`config.mk`:
```
export PLATFORM = sky130hd
export DESIGN_NAME = vector_deconcatenation_rx
export DESIGN_NICKNAME = d
export VERILOG_FILES = /design/src/rtl/vector_deconcatenation_rx.sv
export SDC_FILE = /design/constraint.sdc
export NUM_CORES = 1
export LEC_CHECK = 0
export ABC_CLOCK_PERIOD_IN_PS = 2020
export CORE_UTILIZATION = 50
export CTS_CLUSTER_DIAMETER = 60
export CTS_CLUSTER_SIZE = 10
export DETAILED_ROUTE_END_ITERATION = 10
export PLACE_DENSITY = 0.79
export SYNTH_ARGS = -nofsm -noshare
export SYNTH_HDL_FRONTEND = slang
export SYNTH_SLANG_ARGS = --single-unit
```
`constraint.sdc`:
```
create_clock -name clk -period 2.02 [get_ports clk]
set_input_delay 0.303 -clock clk [delete_from_list [all_inputs] [get_ports clk]]
set_output_delay 0.303 -clock clk [all_outputs]
set_load 0.05 [all_outputs]
```
`src/rtl/vector_deconcatenation_rx.sv`:
```
// vector_deconcatenation_rx
// Receive side of the packed-field byte stream. Bytes arrive MSB-first and are
// gathered into one word. The trailing marker is checked, and the word is then
// split into NUM_FIELDS fields of FIELD_W bits each. Field 0 sits in the MSBs.
// Optional feature macro: MARKER_CHECK_EN. When it is defined, a word whose
// marker does not match is dropped and counted as an error. When it is
// undefined, the marker bits are ignored and marker_err/err_cnt stay at 0.
module vector_deconcatenation_rx #(
  parameter int                  FIELD_W    = 5,
  parameter int                  NUM_FIELDS = 6,
  parameter int                  MARKER_W   = 2,
  parameter logic [MARKER_W-1:0] MARKER     = 2'b11
) (
  input  logic                          clk,
  input  logic                          rst_n,
  input  logic                          sync_clr,
  input  logic [7:0]                    in_byte,
  input  logic                          in_valid,
  output logic                          in_ready,
  output logic [NUM_FIELDS*FIELD_W-1:0] fields,
  output logic                          out_valid,
  input  logic                          out_ready,
  output logic                          marker_err,
  output logic [7:0]                    err_cnt
);

  localparam int FLD_BITS  = FIELD_W * NUM_FIELDS;
  localparam int W         = FLD_BITS + MARKER_W;
  localparam int NUM_BYTES = W / 8;
  localparam int CNT_W     = (NUM_BYTES > 1) ? $clog2(NUM_BYTES) : 1;
  localparam logic [CNT_W-1:0] LAST_CNT = CNT_W'(NUM_BYTES - 1);

  logic [CNT_W-1:0]    r_byte_cnt;
  logic [W-9:0]        r_shift;
  logic [FLD_BITS-1:0] r_fields;
  logic                r_out_valid;
  logic                r_marker_err;
  logic [7:0]          r_err_cnt;

  logic                w_last;
  logic                w_in_fire;
  logic                w_last_fire;
  logic [W-1:0]        w_word;
  logic                w_marker_ok;
  logic                w_good_word;
  logic                w_bad_word;

  // The last byte may only enter when the output slot is free or being emptied.
  assign w_last    = (r_byte_cnt == LAST_CNT);
  assign in_ready  = ~w_last | ~r_out_valid | out_ready;

  // A sync clear wins over the handshake, so a byte offered in that cycle is lost.
  assign w_in_fire   = in_valid & in_ready & ~sync_clr;
  assign w_last_fire = w_in_fire & w_last;

  // On the last byte this is the full assembled word. On earlier bytes it is the next shift value.
  assign w_word = {r_shift, in_byte};

`ifdef MARKER_CHECK_EN
  assign w_marker_ok = (w_word[MARKER_W-1:0] == MARKER);
`else
  logic w_unused_marker;
  assign w_marker_ok     = 1'b1;
  assign w_unused_marker = ^{w_word[MARKER_W-1:0], MARKER};
`endif

  assign w_good_word = w_last_fire & w_marker_ok;
  assign w_bad_word  = w_last_fire & ~w_marker_ok;

  // Byte alignment counter and shift register that collect the incoming word.
  always_ff @(posedge clk or negedge rst_n) begin
    if (!rst_n) begin
      r_byte_cnt <= '0;
      r_shift    <= '0;
    end else if (sync_clr) begin
      r_byte_cnt <= '0;
    end else if (w_in_fire) begin
      r_shift    <= w_word[W-9:0];
      r_byte_cnt <= w_last ? '0 : r_byte_cnt + CNT_W'(1);
    end
  end

  // Output slot: load a new word, hold it while stalled, or clear valid once consumed.
  always_ff @(posedge clk or negedge rst_n) begin
    if (!rst_n) begin
      r_fields    <= '0;
      r_out_valid <= 1'b0;
    end else if (w_good_word) begin
      r_fields    <= w_word[W-1:MARKER_W];
      r_out_valid <= 1'b1;
    end else if (r_out_valid && out_ready) begin
      r_out_valid <= 1'b0;
    end
  end

  // Marker error pulse and saturating error counter.
  always_ff @(posedge clk or negedge rst_n) begin
    if (!rst_n) begin
      r_marker_err <= 1'b0;
      r_err_cnt    <= '0;
    end else begin
      r_marker_err <= w_bad_word;
      if (w_bad_word && (r_err_cnt != 8'hFF)) begin
        r_err_cnt <= r_err_cnt + 8'd1;
      end
    end
  end

  assign fields     = r_fields;
  assign out_valid  = r_out_valid;
  assign marker_err = r_marker_err;
  assign err_cnt    = r_err_cnt;

endmodule

```
## After elaboration in Yosys (flattened, before gate mapping)

Index checks and enable logic that the tools add are counted.

- Divide/modulo/power cells: 0
- Add/subtract/negate cells: 1
- Multipliers: 0
- Multiplexer cells: 5
- Shift-type cells: 0
- Order comparisons: 0
- Bitwise logic cells: 8
- Equality and inequality tests: 1
- Reduce and logical (&&, ||, !) cells: 4

Operator list:

| operator | count |
|---|---|
| 2-bit two-way mux | 3 |
| 2-bit nonzero test | 2 |
| 1-bit bitwise AND | 3 |
| 1-bit NOT | 3 |
| 2-bit by 1-bit adder with 2-bit output, second input constant | 1 |
| 2-bit == test, second input constant | 1 |
| 1-bit two-way mux | 2 |
| 1-bit bitwise OR | 2 |
| 2-bit AND reduction | 1 |
| 1-bit logical AND | 1 |

- Word-level logic and storage cells: 23
- Bits in read-only memories: 0
- Output and inout bits: 41
- Bits in latches: 0
- RAM bits: 0
- Register bits: 57
- Bits of input ports: 13
- Memories kept: 0

## Logic depth before layout (Yosys ltp)

Gate-level depths: netlist (run 1).

- Word-level depth: 8
- Gate-level depth with buffers: 5

## Worst setup path before layout (run 1)

Ideal clock, no wire load.

- Path type: reg-to-reg
- From: register r_out_valid (netlist: out_valid)
- To: register r_shift[10]
- Cell stages (with the launch flop): 5
- Data required time: 1.895 ns
- Setup time: 0.125 ns
- Path buffers: 1
- Arrival: 2.032 ns
- Path slack: -0.137 ns
- Path through: dfrtp_1 > nand3b_1 > nand2_2 > buf_6 > mux2_2

- Cells in the longest elaborated chain, start to end: 6

Ends and longest elaborated chain:

| what | RTL line | RTL |
|---|---|---|
| start, declared | 36 | `logic r_out_valid;` |
| start signal, assigned | 87 | `r_out_valid <= 1'b0;` |
| start signal, assigned | 90 | `r_out_valid <= 1'b1;` |
| start signal, assigned | 92 | `r_out_valid <= 1'b0;` |
| 1-bit NOT | 50 | `assign in_ready = ~w_last \| ~r_out_valid \| out_ready;` |
| 1-bit bitwise OR (2 in a row) | 50 |  |
| net in_ready | 19 | `output logic in_ready,` |
| 1-bit bitwise AND (2 in a row) | 53 | `assign w_in_fire = in_valid & in_ready & ~sync_clr;` |
| 2-bit AND reduction (no source line) | -- |  |
| end signal, assigned | 78 | `r_shift <= w_word[W-9:0];` |
| end, declared | 34 | `logic [W-9:0] r_shift;` |

The timed path passes the listed nets, and every way through them passes these cells.
A chain may end at the register's enable or synchronous reset.

## Worst setup path in the final report (run 1)

- From: register r_fields[14] (netlist: fields[14])
- To: output port fields[14]

RTL lines:

| what | RTL line | RTL |
|---|---|---|
| start, declared | 35 | `logic [FLD_BITS-1:0] r_fields;` |
| start signal, assigned | 89 | `r_fields <= w_word[W-1:MARKER_W];` |
| end, declared | 20 | `output logic [NUM_FIELDS*FIELD_W-1:0] fields,` |

No word-level cell between the ends.

==> results_dict.tcl, run 1 <==
set metrics [dict create \
    run_status "finished clean" \
    synth_top_area_share_pct 59.1 \
    drt_iter0_markers 36 \
    path_buf_inv 1 \
    synth_largest_area_cell "dfrtp_1" \
    fin_nets 211 \
    crit_path_end "fields[14]" \
    wl_met3_um 136 \
    synth_cell_types 19 \
    cts_resized 0 \
    drc 0 \
    fin_skew_ps 7.16 \
    synth_mux_area_share_pct 29.9 \
    num_io_pins 54 \
    cts_buffer_depth 2 \
    yosys.area_share.xor_xnor_pct 0 \
    wl_met1_mm 1.86 \
    ys_top_cells_by_count "dfrtp_1 (57), mux2_4 (30), mux2_2 (24)" \
    grt_usage_pct 18.3 \
    end_kind "output port" \
    cts_tree "yes" \
    synth_flop_cell "dfrtp_1" \
    cts_inserted_buffers 9 \
    io_buffer_count 44 \
    syn_area_mm2 0.00241 \
    fp.dieH_um 71.5 \
    r2r-start "r_byte_cnt[0]" \
    syn_inst 142 \
    critPathKind "register to output port" \
    postSynthAreaPerCell_um2 17.0 \
    htreeDepth 3 \
    powerDensity_mw_per_mm2 1150 \
    clk_pin_slew_worst_paths_ps 70 \
    fmax_ghz 0.551 \
    num_vias 1276 \
    place_congestion 0.695 \
    clk_latency_ps 320 \
    grt_pass1_vias 1408 \
    highest_layer "met4" \
    drt_pass1_iterations 4 \
    ys_async_sr_fraction_pct 100 \
    synth_area_leaders "dfrtp_1 (59%), mux2_4 (19%), mux2_2 (11%), buf_4 (2.8%), buf_12 (2.5%)" \
    grt_remaining_overflow 0 \
    hold_class "register to register" \
    diodes 0 \
    synth_compound_area_share_pct 0.415 \
    synth-simple-area-share_pct 3.68 \
    crit_family "buffers and inverters" \
    startpoint_type "register" \
    synth_top_family_by_area "multiplexers" \
    synth.most_common_cell "dfrtp_1" \
    synth_seq_area_share_pct 59.1 \
    finalSetupTns_ps 0 \
    dr_wl_met2_mm 2.00 \
    antenna_left 0 \
    place_worst_setup_slack_ps 110 \
    grt_pass1_wl_mm 6.83 \
    coreArea_mm2 0.00450 \
    min_period_ps 1810 \
    die_area_mm2 0.00511 \
    areaGrowthSynthToFinish_pct 28.4 \
    timing.rr.end "r_shift[9]" \
    finalMaxSlewViolations 0 \
    final_util_pct 68.8 \
    rsz0062_at_grt "false" \
    crit_arrival_ps 1510 \
    clock-root-buffer "clkbuf_8" \
    startpoint "fields[14]" \
    vdd_drop_max_v 0.000547 \
    postCtsSetupBuffers 0 \
    r2r_cells 5 \
    num_rows 24 \
    drv_cap 0 \
    numClockSinks 57 \
    tightest_slew_ps 576 \
    viasPerCell 5.02 \
    finalSetupViolations 0 \
    grt_start_max_net_pins 35 \
    cp_num_cells 1 \
    synth_edf_count 0 \
    cp_max_fo 2 \
    cp.required_ps 1720 \
    yosys_register_bits 57 \
    drive_gt1_share_pct 39.6 \
    crit_slowest_cell "clkdlybuf4s50_1" \
    fin_ws_ps 207 \
    cp_cell_sequence "clkdlybuf4s50_1" \
    max_stage_delay_ps 810 \
    routedWlPerCell_um 16.0 \
    r2r_setup_slack_ps 580 \
    totalWireLength_mm 4.05 \
    relSlewSlack_pct 61.6 \
    synth_warnings 0 \
    hold_violations 0 \
    dp_hpwl_mm 2.82 \
    yosys.area_share.adder_pct 0.519 \
    antenna_found_initial 0 \
    period_share_pct 89.8 \
    start_util_pct 53.6 \
    fp.dieW_um 71.5 \
    power.leakage_nw 1.40 \
]
-- kinds of logic (layout without fill, tap and decap cells) --
logic type,count (synthesis),count (layout)
adder cells (fa/ha/maj),1,1
buffers and inverters,14,66
flip-flops,57,57
AND/OR/NAND/NOR,13,13
multiplexers,54,54
AO/OA/AOI/OAI,2,2
other,1,9
-- final cells by class --
type,instances,area (um2)
well taps,52,65.1
flip-flops and latches,57,1430
fillers,302,1410
repair buffers,50,543
multi-input cells,79,866
clock buffers,11,141
clock inverters,5,55.1
-- stage by stage --
step                hold slack (ps)  total power (W)  cells  area (um2)
global placement                314          0.00251    237        2890
CTS                             507          0.00360    254        3100
floorplan                      7.41          0.00222    150        2440
detailed placement              332          0.00256    237        2890
global route                    525          0.00372    254        3100
finish                          499          0.00356    254        3100
-- placed cells by master (no fill, tap or decap), drive strengths merged, types with 2 or more instances in the layout --
master and instances:
buf 7, clkbuf 11, clkdlybuf4s50 42, clkinv 2, clkinvlp 2, conb 9
dfrtp 57, mux2 54, nand2 3, nand2b 3, o21ai 2
-- power by group --
group / total [W] / leakage [nW] / internal, W / switching [W]
Combinational: 0.00102 / 0.579 / 0.000443 / 0.000573
Sequential: 0.00151 / 0.729 / 0.00137 / 0.000144
Clock: 0.00103 / 0.0953 / 0.000598 / 0.000432
-- metal layers --
layer | vias up | GRT usage (%)
li1 | 588 | -
met1 | 644 | 23.1
met2 | 39 | 28.5
met3 | 5 | 7.03
met4 | 0 | 7.63
met5 | - | 0
-- worst min-delay path by stage --
| stage | cells after the start | startpoint | endpoint |
|---|---|---|---|
| after floorplan | 0 | rst_n | fields[0] |
| after global placement | 1 | rst_n | fields[15] |
| after detailed placement | 1 | rst_n | r_shift[17] |
| after CTS | 1 | r_shift[23] | fields[29] |
| after global routing | 1 | r_shift[17] | fields[23] |
| final | 1 | r_shift[23] | fields[29] |
-- state kept, by name (all words and copies together), names as in the netlist --
register / cells
out_valid: 1
r_shift: 24
fields: 30
r_byte_cnt: 2
-- repair_timing --
| item | CTS | global route |
|---|---|---|
| endpoints found under the setup margin | 0 | 0 |
| hold buffers | 1 | 0 |
| endpoints found under the hold margin | 23 | 0 |
Note: power is estimated with default switching activity, not from simulation.
==> run 2: changes to the inputs <==
--- a/config.mk
+++ b/config.mk
@@ -10,7 +10,9 @@
 export CTS_CLUSTER_DIAMETER = 60
 export CTS_CLUSTER_SIZE = 10
 export DETAILED_ROUTE_END_ITERATION = 10
+export MAX_ROUTING_LAYER = met4
 export PLACE_DENSITY = 0.79
+export RECOVER_POWER = 100
 export SYNTH_ARGS = -nofsm -noshare
 export SYNTH_HDL_FRONTEND = slang
 export SYNTH_SLANG_ARGS = --single-unit
==> run 2 against run 1 <==
  * Power shrank 3.7%
  * Flip-flop and latch count is the same
  * Cell area is 4.9% lower
  * Die area is the same
  * Maximum frequency shrank 3.6%
  * Via count increased by 0.24%
  * Non-clock buffer count did not move
  * Largest power group unchanged
==> results_dict.tcl, run 2 (synthesis results as in run 1) <==
set metrics [dict create \
    rsz0062_at_grt "false" \
    num_vias 1279 \
    finalSetupViolations 0 \
    cp.required_ps 1720 \
    grt_usage_pct 18.9 \
    period_share_pct 93.1 \
    p_comb_share_pct 26.2 \
    num_io_pins 54 \
    routedWlPerCell_um 15.7 \
    fin_nets 211 \
    r2r_setup_slack_ps 250 \
    dp_hpwl_mm 2.82 \
    power.leakage_nw 1.47 \
    fp.dieW_um 71.5 \
    critPathKind "register to output port" \
    place_congestion 0.703 \
    seq_power_share_pct 43.7 \
    switching_power_w 0.00113 \
    cts_resized 0 \
    crit_arrival_ps 1580 \
    finalSetupTns_ps 0 \
    fill_cells 340 \
    die_area_mm2 0.00511 \
    num_rows 24 \
    fin_skew_ps 6.72 \
    layout_common_cells "dfrtp_1 (56), dlygate4sd3_1 (32), mux2_1 (25), mux2_2 (24), clkdlybuf4s50_1 (11)" \
    fmax_ghz 0.532 \
    max_stage_delay_ps 880 \
    antenna_found_initial 0 \
    drive_gt1_share_pct 25.7 \
    cp_max_fo 3 \
    p_clk_share_pct 30.1 \
    min_period_ps 1880 \
    end_kind "output port" \
    hold_end "fields[0]" \
    totalWireLength_mm 4.00 \
    cts_tree "yes" \
    clk_latency_ps 320 \
    cp_cell_sequence "dlygate4sd3_1" \
    crit_slowest_cell "dlygate4sd3_1" \
    io_buffer_count 44 \
    coreArea_mm2 0.00450 \
    drc 0 \
    grt_pass1_vias 1410 \
    cts_inserted_buffers 9 \
    path_buf_inv 1 \
    hold_start "fields[0]" \
    final_common_cell "dfrtp_1" \
    p_total_w 0.00343 \
    clk_pin_slew_worst_paths_ps 60 \
    drv_cap 0 \
    startpoint_type "register" \
    swShare_pct 33.0 \
    powerDensity_mw_per_mm2 1160 \
    postCtsSetupBuffers 0 \
    start_util_pct 53.6 \
    r2r_cells 5 \
    tightest_slew_ps 622 \
    timing.rr.end "r_shift[9]" \
    grt_pass1_wl_mm 6.83 \
    grt_remaining_overflow 0 \
    htreeDepth 3 \
    finalMaxSlewViolations 0 \
    relSlewSlack_pct 58.5 \
    cts_buffer_depth 2 \
    diodes 0 \
    vdd_drop_max_v 0.000530 \
    min_path_cells 1 \
    grt_start_max_net_pins 35 \
    run_status "finished clean" \
    power.internal_w 0.00230 \
    antenna_left 0 \
    fp.dieH_um 71.5 \
    viasPerCell 5.04 \
    numClockSinks 57 \
    hold_class "register to register" \
    crit_family "buffers and inverters" \
    largest_reg_flops 30 \
    clock-root-buffer "clkbuf_8" \
    areaGrowthSynthToFinish_pct 22.1 \
    drt_iter0_markers 38 \
    r2r-start "r_byte_cnt[0]" \
    hold_violations 0 \
    drt_pass1_iterations 4 \
]
## run 2: final cells by class
| cell class | instances | area (um2) | area share, % |
|---|---|---|---|
| Tap cell | 52 | 65.1 | 2.21 |
| Clock buffer | 11 | 141 | 4.80 |
| Multi-Input combinational cell | 79 | 759 | 25.8 |
| Timing Repair Buffer | 50 | 497 | 16.9 |
| Sequential cell | 57 | 1430 | 48.5 |
| Clock inverter | 5 | 55.1 | 1.87 |
## run 2: worst max path at each step
| stage | from | to | depth (start not counted) |
|---|---|---|---|
| 4_1_cts | fields[14] | fields[14] | 1 |
| 3_3_place_gp | in_valid | fields[11] | 5 |
| 2_1_floorplan | out_valid | r_shift[10] | 4 |
| 3_5_place_dp | in_valid | fields[12] | 5 |
| 5_1_grt | out_valid | out_valid | 1 |
| 6_report | out_valid | out_valid | 1 |
## run 2: power by group through the flow
stage | logic (W) | clock network [W] | registers (W)
floorplan | 0.000341 | 0 | 0.00188
global placement | 0.000997 | 0 | 0.00151
CTS | 0.00103 | 0.00106 | 0.00152
finish | 0.000899 | 0.00103 | 0.00150
global route | 0.000945 | 0.00112 | 0.00153
detailed placement | 0.00102 | 0 | 0.00154
## run 2: stage by stage
step                      hold WS [ps]  cell area (um2)  util [%]  setup slack [ps]  cells
after detailed placement           332             2890      64.2               110    237
final                              475             2950      65.4               139    254
after CTS                          507             3100      68.8               184    254
after floorplan                   7.41             2440         -              52.6    150
after global routing               509             2950      65.4              91.4    254
after global placement             314             2890      64.2               162    237
## run 2: what timing repair did
action | CTS | global route
endpoints found under the hold margin | 23 | 0
endpoints found under the setup margin | 0 | 0
hold buffers | 1 | 0
## run 2: layer usage
layer	GRT usage (%)	up-vias	routed length [um]
li1	-	590	-
met1	23.2	648	1840
met2	28.5	36	1970
met3	6.89	5	128
met4	7.63	0	63
met5	-	-	0
==> run 3: changes to the inputs <==
--- a/config.mk
+++ b/config.mk
@@ -6,6 +6,7 @@
 export NUM_CORES = 1
 export LEC_CHECK = 0
 export ABC_CLOCK_PERIOD_IN_PS = 2020
+export CORE_MARGIN = 4
 export CORE_UTILIZATION = 50
 export CTS_CLUSTER_DIAMETER = 60
 export CTS_CLUSTER_SIZE = 10
@@ -16,3 +17,4 @@
 export SYNTH_ARGS = -nofsm -noshare
 export SYNTH_HDL_FRONTEND = slang
 export SYNTH_SLANG_ARGS = --single-unit
+export TNS_END_PERCENT = 20
==> run 3 against run 2 <==
  * Maximum frequency down 0.93%
  * Cell count up 1.2%
  * Critical path depth unchanged
  * Non-clock buffer count up 1
  * Register-to-register slack about the same
  * Cell area up 0.21%
  * Clock power up 7%
  * Clock-buffer cell count up 3
  * Combinational power about the same
  * Utilization down 2.5 points
  * Flip-flop and latch count unchanged
  * Hold slack better by 2.0 ps
  * Critical endpoint is now fields[2]
  * Largest cell class unchanged
  * Largest power group unchanged
==> results_dict.tcl, run 3 (synthesis results as in run 1) <==
set metrics [dict create \
    run_status "finished clean" \
    cp.required_ps 1720 \
    finalMaxSlewViolations 0 \
    power.leakage_nw 1.47 \
    startpoint "fields[2]" \
    drt_iter0_markers 79 \
    cts_inserted_buffers 9 \
    cp_max_fo 2 \
    num_rows 25 \
    layout_common_cells "dfrtp_1 (56), dlygate4sd3_1 (32), mux2_1 (24), mux2_2 (24), clkbuf_8 (12)" \
    totalWireLength_mm 4.05 \
    drv_cap 0 \
    finalSetupViolations 0 \
    r2r-start "r_byte_cnt[0]" \
    end_kind "output port" \
    routedWlPerCell_um 15.8 \
    areaGrowthSynthToFinish_pct 22.4 \
    max_stage_delay_ps 900 \
    register_area_mm2 0.00143 \
    fmax_ghz 0.527 \
    rsz0062_at_grt "false" \
    fin_nets 212 \
    grt_start_max_net_pins 29 \
    coreArea_mm2 0.00469 \
    grt_usage_pct 16.1 \
    r2r_cells 5 \
    grt_pass1_vias 1423 \
    clk_pin_slew_worst_paths_ps 60 \
    place_congestion 0.775 \
    grt_remaining_overflow 0 \
    placed_cells 240 \
    period_share_pct 94.0 \
    hold_violations 0 \
    numClockSinks 57 \
    p_total_w 0.00349 \
    largest_reg_flops 30 \
    powerDensity_mw_per_mm2 1180 \
    num_io_pins 54 \
    fin_skew_ps 6.48 \
    fp.dieW_um 77.5 \
    crit_arrival_ps 1600 \
    min_path_cells 1 \
    instances_no_fill 257 \
    htreeDepth 3 \
    cts_buffer_depth 2 \
    antenna_left 0 \
    fp.dieH_um 77.5 \
    timing.rr.end "r_shift[21]" \
    start_util_pct 51.4 \
    cts_tree "yes" \
    clk_latency_ps 340 \
    min_period_ps 1900 \
    final_util_pct 62.9 \
    num_vias 1272 \
    cp_num_cells 1 \
    drt_pass1_iterations 4 \
    clock-root-buffer "clkbuf_8" \
    cp_cell_sequence "dlygate4sd3_1" \
    finalSetupTns_ps 0 \
    final_common_cell "dfrtp_1" \
    vdd_drop_max_v 0.000696 \
    crit_family "buffers and inverters" \
    viasPerCell 4.95 \
    drive_gt1_share_pct 25.6 \
    multiInputGateArea_um2 763 \
    hold_end "fields[26]" \
    hold_start "fields[26]" \
    dp_hpwl_mm 2.90 \
    io_buffer_count 44 \
    fill_cells 359 \
    tightest_slew_ps 682 \
    diodes 0 \
    crit_slowest_cell "dlygate4sd3_1" \
    r2r_setup_slack_ps 240 \
    critPathKind "register to output port" \
    cts_resized 0 \
    relSlewSlack_pct 54.5 \
    die_area_mm2 0.00600 \
    path_buf_inv 1 \
    drc 0 \
    startpoint_type "register" \
    antenna_found_initial 0 \
    grt_pass1_wl_mm 7.07 \
    hold_class "register to register" \
]
run 3: changes by cell type in the layout (fill, tap and decap cells not counted):
cell and delta:
clkinvlp_4 -2, clkbuf_2 +2, clkinv_2 -1, mux2_1 -1
buf_2 -1, mux2_4 +1, clkbuf_1 +2, clkbuf_8 +2
buf_12 -1
run 3: worst max-delay path by stage:
stage | slack (ps) | to
final | 120 | fields[2]
after global routing | 80 | fields[25]
after CTS | 150 | fields[2]
after detailed placement | 120 | fields[12]
after global placement | 170 | fields[3]
after floorplan | 50 | r_shift[10]
run 3: layer usage:
layer | part of all wire (%) | GRT usage (%) | vias to the layer above
li1 | - | - | 588
met1 | 45 | 19.4 | 641
met2 | 48 | 23.3 | 36
met3 | 5.9 | 7.31 | 7
met4 | 1.7 | 6.94 | 0
met5 | 0 | - | -
run 3: what timing repair did:
action,in CTS,in global routing
hold buffers,1,0
endpoints found under the hold margin,26,0
buffers inserted,0,0
run 3: layout make-up:
class	count	share of cell area, %
Timing Repair Buffer	51	16.4
Clock buffer	14	5.85
Tap cell	54	2.29
Clock inverter	2	1.19
Multi-Input combinational cell	79	25.9
Sequential cell	57	48.4
run 3: report_power, final:
group          switching [W]  internal (W)  total, W
Sequential          0.000127       0.00137   0.00150
Combinational       0.000569      0.000327  0.000896
Clock               0.000429      0.000670   0.00110
run 3: stage by stage:
stage                     cell area, um2  setup slack [ps]  hold slack, ps
after floorplan                     2440              52.6            7.41
after global placement              2890               168             334
after detailed placement            2890               117             351
after CTS                           3110               152             500
after global routing                2950              76.2             496
final                               2950               121             477
